--- config.mk ---
export PLATFORM = sky130hd
export DESIGN_NAME = fetch_sequencer
export DESIGN_NICKNAME = d
export VERILOG_FILES = /design/src/rtl/fetch_sequencer.sv
export SDC_FILE = /design/constraint.sdc
export NUM_CORES = 1
export LEC_CHECK = 0
export BUFFER_PORTS_ARGS = -buffer_cell sky130_fd_sc_hd__buf_2
export CAP_MARGIN = 40
export CORE_ASPECT_RATIO = 1.75
export CORE_MARGIN = 5
export CORE_UTILIZATION = 49
export CTS_CLUSTER_SIZE = 40
export DETAILED_ROUTE_END_ITERATION = 10
export PLACE_DENSITY = 0.89
export SYNTH_ARGS = -nofsm -noshare
export SYNTH_HDL_FRONTEND = slang
export SYNTH_SLANG_ARGS = --single-unit
--- constraint.sdc ---
create_clock -name Clk -period 2.9 [get_ports Clk]
set_clock_uncertainty 0.15 [all_clocks]
set_input_delay 0.58 -clock Clk [delete_from_list [all_inputs] [get_ports Clk]]
set_output_delay 0.58 -clock Clk [all_outputs]
set_load 0.02 [all_outputs]
--- src/rtl/fetch_sequencer.sv ---
`timescale 1ns/1ps
// Instruction-fetch controller: owns the PC, fetches one word per cycle into a
// 2-entry output buffer, and handles redirects and a sticky misalignment fault.
module fetch_sequencer #(
    parameter logic [31:0] RESET_PC    = 32'd0,
    parameter int          DEPTH_WORDS = 128
) (
    input  logic        Clk,
    input  logic        Reset,
    input  logic        Run,
    input  logic        Redirect,
    input  logic [31:0] RedirectTarget,
    output logic [31:0] Address,
    input  logic [31:0] Instruction,
    output logic        OutValid,
    input  logic        OutReady,
    output logic [31:0] OutInstr,
    output logic [31:0] OutPC,
    output logic [31:0] OutPCPlus4,
    output logic        Fault,
    output logic [1:0]  State
);

    // Handshake: the head entry moves to the consumer on any rising edge where
    // OutValid && OutReady; OutValid never depends combinationally on OutReady.
    typedef enum logic [1:0] {IDLE = 2'd0, FETCH = 2'd1, HALT = 2'd2} state_t;

    localparam logic [31:0] SPAN = 32'(4 * DEPTH_WORDS);

    function automatic logic [31:0] wrap(input logic [31:0] a);
        return a % SPAN;
    endfunction

    state_t      state;
    logic [31:0] pc;
    logic [1:0]  count;
    logic [31:0] tail_instr;
    logic [31:0] tail_pc;
    logic        do_pop;
    logic        do_push;
    logic        misaligned;
    logic [1:0]  count_next;

    assign Address    = pc;
    assign State      = state;
    assign do_pop     = OutValid && OutReady;
    assign misaligned = RedirectTarget[1:0] != 2'b00;
    assign do_push    = (state == FETCH) && Run && !Redirect && ((count != 2'd2) || do_pop);

    always_comb begin
        count_next = count + {1'b0, do_push} - {1'b0, do_pop};
    end

    always_ff @(posedge Clk) begin
        if (Reset) begin
            state      <= IDLE;
            pc         <= RESET_PC;
            count      <= 2'd0;
            OutValid   <= 1'b0;
            OutInstr   <= 32'd0;
            OutPC      <= 32'd0;
            OutPCPlus4 <= 32'd4;
            tail_instr <= 32'd0;
            tail_pc    <= 32'd0;
            Fault      <= 1'b0;
        end else if (state != HALT && Redirect) begin
            // Redirect flushes the buffer and wins over any fetch or pop.
            count    <= 2'd0;
            OutValid <= 1'b0;
            if (misaligned) begin
                Fault <= 1'b1;
                state <= HALT;
            end else begin
                pc    <= wrap(RedirectTarget);
                state <= Run ? FETCH : IDLE;
            end
        end else begin
            case (state)
                IDLE:    if (Run) state <= FETCH;
                FETCH:   if (!Run) state <= IDLE;
                default: state <= state;
            endcase

            if (do_push) pc <= wrap(pc + 32'd4);

            // The new word lands in the head when the head is (or becomes) free.
            if (do_push && (count == 2'd0 || (count == 2'd1 && do_pop))) begin
                OutInstr   <= Instruction;
                OutPC      <= pc;
                OutPCPlus4 <= wrap(pc + 32'd4);
            end else if (do_pop && count == 2'd2) begin
                OutInstr   <= tail_instr;
                OutPC      <= tail_pc;
                OutPCPlus4 <= wrap(tail_pc + 32'd4);
            end

            if (do_push && ((count == 2'd1 && !do_pop) || count == 2'd2)) begin
                tail_instr <= Instruction;
                tail_pc    <= pc;
            end

            count    <= count_next;
            OutValid <= count_next != 2'd0;
        end
    end

endmodule

* Yosys cells after proc, flatten, opt, wreduce, memory -nomap -nowiden *
Cells that the tools add are included.

storage, ports and cells
  logic and storage cells = 66
  bits of input ports = 69
  output and inout bits = 132
  bits in registers = 198

cells by class
  reduce and logical (&&, ||, !) cells = 28
  multiplexer cells = 15
  bitwise gates (word level) = 1
  $add $sub $neg = 4
  equal/unequal tests = 8

operators with widths
  operator                                              count
  2-to-1 mux 32 bit                                     9
  adder 9 x 3 -> 9 bit (second input constant)          2
  logical AND 1 bit                                     10
  2-to-1 mux 2 bit                                      4
  AND reduction 2 bit                                   4
  nonzero test 2 bit                                    4
  != test 2 bit (second input constant)                 3
  equality test 2 x 1 -> 1 bit (second input constant)  2
  logical NOT 2 bit                                     2
  case mux 2 bit (2 select lines)                       1
  logical OR 1 bit                                      3
  != test 3 x 2 -> 1 bit (second input constant)        1
  != test 3 bit (second input constant)                 1
  AND reduction 3 bit                                   1
  nonzero test 3 bit                                    1
  adder 2 x 1 -> 2 bit                                  1
  equality test 2 bit (second input constant)           1
  logical NOT 1 bit                                     2
  OR reduction 2 bit                                    1
  subtractor 2 x 1 -> 2 bit                             1
  2-to-1 mux 1 bit                                      1
  NOT 1 bit                                             1

* Logic depth before layout (Yosys ltp) *
  word-level depth = 7
  mapped depth = 9
  depth with buffers taken out = 9

* Least setup slack after synthesis *
OpenSTA, ideal clock, no wires.

  path type = input to register
  start point = input Redirect
  end point = register OutValid
  required time = 2627 ps
  data arrival time = 2048 ps
  path buffers = 0
  stages = 9
  setup slack = 578 ps
  setup time = 123 ps
  path through = and4bb_2 o31ai_2 ha_1 inv_1 ha_1 xnor2_1 xnor2_1 nor3_1 or2_2

on the way
  cells in the longest elaborated chain, start to end = 6
  elaborated cells between the ends (all ways) = 8
  those cells by class = add/sub: 2; reduce/logical: 6

ends and longest elaborated chain
  element                          line  RTL
  start: declaration               11    input logic Redirect,
  logical NOT 1 bit                48    assign do_push = (state == FETCH) && Run && !Redirect && ((count != 2'd2) || do_pop);
  logical AND 1 bit (2 in series)  48
  adder 2 x 1 -> 2 bit             51    count_next = count + {1'b0, do_push} - {1'b0, do_pop};
  subtractor 2 x 1 -> 2 bit        51
  nonzero test 2 bit               103   OutValid <= count_next != 2'd0;
  end signal: assignment           59    OutValid <= 1'b0;
  end signal: assignment           69    OutValid <= 1'b0;
  end signal: assignment           103
  end: declaration                 15    output logic OutValid,

Parallel ways exist; a longest one is shown, timed or not.
A chain may end at the register's enable or synchronous reset.

* Worst setup path after layout *
  start point = register count[1]
  end point = register OutValid

on the way
  cells in the longest elaborated chain, start to end = 6

ends and longest elaborated chain
  element                      line  RTL
  start: declaration           36    logic [1:0] count;
  start signal: assignment     102   count <= count_next;
  != test 2 bit                48
  logical OR 1 bit             48
  logical AND 1 bit            48
  adder 2 x 1 -> 2 bit *       51
  subtractor 2 x 1 -> 2 bit *  51
  nonzero test 2 bit *         103

Mark *: on every way between the ends. The rest lies on a longest branch, timed or not.

==> flow_summary.ini <==
[sta]
whs_ns = 0.295
max_freq_mhz = 440
tightestPinTransition_ns = 0.586
finalHoldViolations = 0
fin_tns_setup_ns = 0
rsz0062_at_grt = false
drv_slew = 0
maxSlewHeadroom_pct = 60.5
finalSetupViolCount = 0
finalCriticalPeriod_ns = 2.27
fin_crit_sh_pct = 78.4

[finish]
multi_input_area_um2 = 2570
seq_area_um2 = 2080
nNetsFinal = 740
fill_cells = 939
area_growth_pct = 13.6
drive_above_1_share_pct = 25.9
fin_util_pct = 56.7

[synthesis]
synth_flop_cell = dfxtp_1
yosysWarnings = 0
synth_area_um2 = 5140
avgSynthCellArea_um2 = 8.86
async_flop_share_pct = 0
ys_seq_elements = 104
synthDistinctLibCells = 45
synth-edff-count = 0
ys_seq_area_share_pct = 40.5
syn_inst = 581

[power]
power_density_nw_per_um2 = 541
p_total_mw = 3.16
p_leak_nw = 2.33
max-vdd-ir-drop_mv = 0.408

[critical_path]
cp-start-kind = flop
criticalPathCategory = flop to flop
end_kind = flop
required_ns = 2.97
cp_slowest_cell = dfxtp_1
cp_cell_sequence = inv_1, o31ai_2, ha_1, inv_1, ha_1, xnor2_1, xnor2_1, nor3_1, or2_2
cpPeakStageDelay_ns = 0.41
crit_path_max_fanout = 4
crit_arrival_ns = 2.34

[routing]
drt_pre_antenna_iters = 4
drtAntennaViolNets = 0
drc = 0
vias_per_cell = 5.12
wl_met2_um = 5920
dr_total_vias = 4096
met3_wirelength_um = 843
routed_wl_um = 11700
wl_per_cell_um = 14.6
drtIter0Drc = 245
highest_layer = met4
wl_met1_um = 4440

[clock_network]
cts_setup_buffers = 0
hold_buffers = 0
cts_max_path_buffers = 2
cts_root_buf = clkbuf_16
cts_resized = 0
clk_pin_slew_ns = 0.07
clock-sinks = 104
htreeDepth = 3
clk_latency_ns = 0.34
cts_tree = yes
cts_buffers = 9

[global_route]
grt_antenna_before_repair = 1
grt_remaining_overflow = 0
grt_pass1_wl_um = 18900
grtUsageTotal_pct = 18.3
first_global_vias = 4044
grt_max_degree = 49

[flow_run]
max_cap_violations = 0

[hold_path]
hp-class = flop to flop

[floorplan]
initial_core_util_pct = 50.0
die_x_um = 87.5
rows = 49
core-area_um2 = 10300
design.die.area_um2 = 12700
ioPinCount = 201
dieHeight_um = 146

[run_status]
status = completed

[placement]
port-buffer-count = 108
dp_hpwl_um = 8420
place.gp.congestion = 0.862
[layout make-up]
| cell class | count | share of cell area, % |
|---|---|---|
| antenna | 1 | 0.0428 |
| clock buffer | 10 | 4.09 |
| clock inverter | 6 | 1.97 |
| inverter | 3 | 0.193 |
| multi-input combinational | 431 | 43.9 |
| sequential | 104 | 35.6 |
| tap | 127 | 2.72 |
| timing repair buffer | 118 | 11.4 |
[metal layers]
metal,up-vias,track usage [%]
met5,-,0
met4,0,9.98
met3,33,3.34
met2,164,31.4
met1,1893,20.7
li1,2006,-
[logic make-up after synthesis]
group / count (synthesis) / synth area share [%]
adders and majority gates: 4 / 0.973
and+or+nand+nor: 183 / 15.1
buffers and inverters: 114 / 14.9
muxes: 45 / 8.78
DFF: 104 / 40.5
xor gates and xnor gates: 11 / 1.87
other: 1 / 0.0729
AOI/OAI and AO/OA: 119 / 17.8
[where the power goes]
part	total, mW	switching (mW)	internal (mW)
Combinational	0.287	0.209	0.0778
Sequential	1.46	0.0150	1.45
Clock	1.41	0.540	0.872
[placed cells by master, fill, tap and decap left out, drive strengths merged, types with 8 or more instances in the layout]
| cell type | n |
|---|---|
| a21oi | 51 |
| dfxtp | 104 |
| clkbuf | 10 |
| nand3 | 8 |
| buf | 118 |
| mux2i | 44 |
| nor2 | 53 |
| nand2 | 97 |
| a211oi | 42 |
| conb | 69 |
[per-stage QoR]
step	setup WS, ns	cells	area, µm²
floorplan	0.578	649	5400
global placement	0.354	783	5490
finish	0.627	800	5840
global route	0.484	800	5840
detailed placement	0.290	783	5490
CTS	0.621	799	5840
[worst max-delay path: cells and delay by family, from the launching register on]
kind | cells | cell delay, ns
compound gates | 1 | 0.36
xor+xnor | 2 | 0.28
fa+ha+maj | 2 | 0.44
buf+inv | 2 | 0.16
flops | 1 | 0.41
simple gates | 2 | 0.35
[final timing paths]
check,from,to,slack (ns),cells after the start
hold / removal,OutPCPlus4[2],OutPCPlus4[2],0.29,2
hold reg to reg,OutPCPlus4[2],OutPCPlus4[2],0.29,2
setup reg to reg,count[1],OutValid,0.63,9
setup / recovery,count[1],OutValid,0.63,9
[synth_stat cells (all sizes together), types with 3 or more instances]
cell    number  area, µm²
and3         5       31.3
and2         6       37.5
mux2i       44        440
nor3         4       25.0
ha           4       50.1
nand2       97        364
a21oi       51        255
nor2        53        199
buf         94        683
dfxtp      104       2080
a211oi      42        470
clkbuf      17       71.3
inv          3       11.3
a21o         4       30.0
o21ai        7       35.0
xor2         4       35.0
xnor2        7       61.3
nand3        8       40.0
[state kept, by name, summed over array words and instances, names as in the netlist]
register	cells
tail_instr	32
OutValid	1
tail_pc	9
count	2
OutPC	7
Address	9
OutInstr	32
Fault	1
OutPCPlus4	9
State	2
No activity file was read; power rests on OpenSTA's default activity.
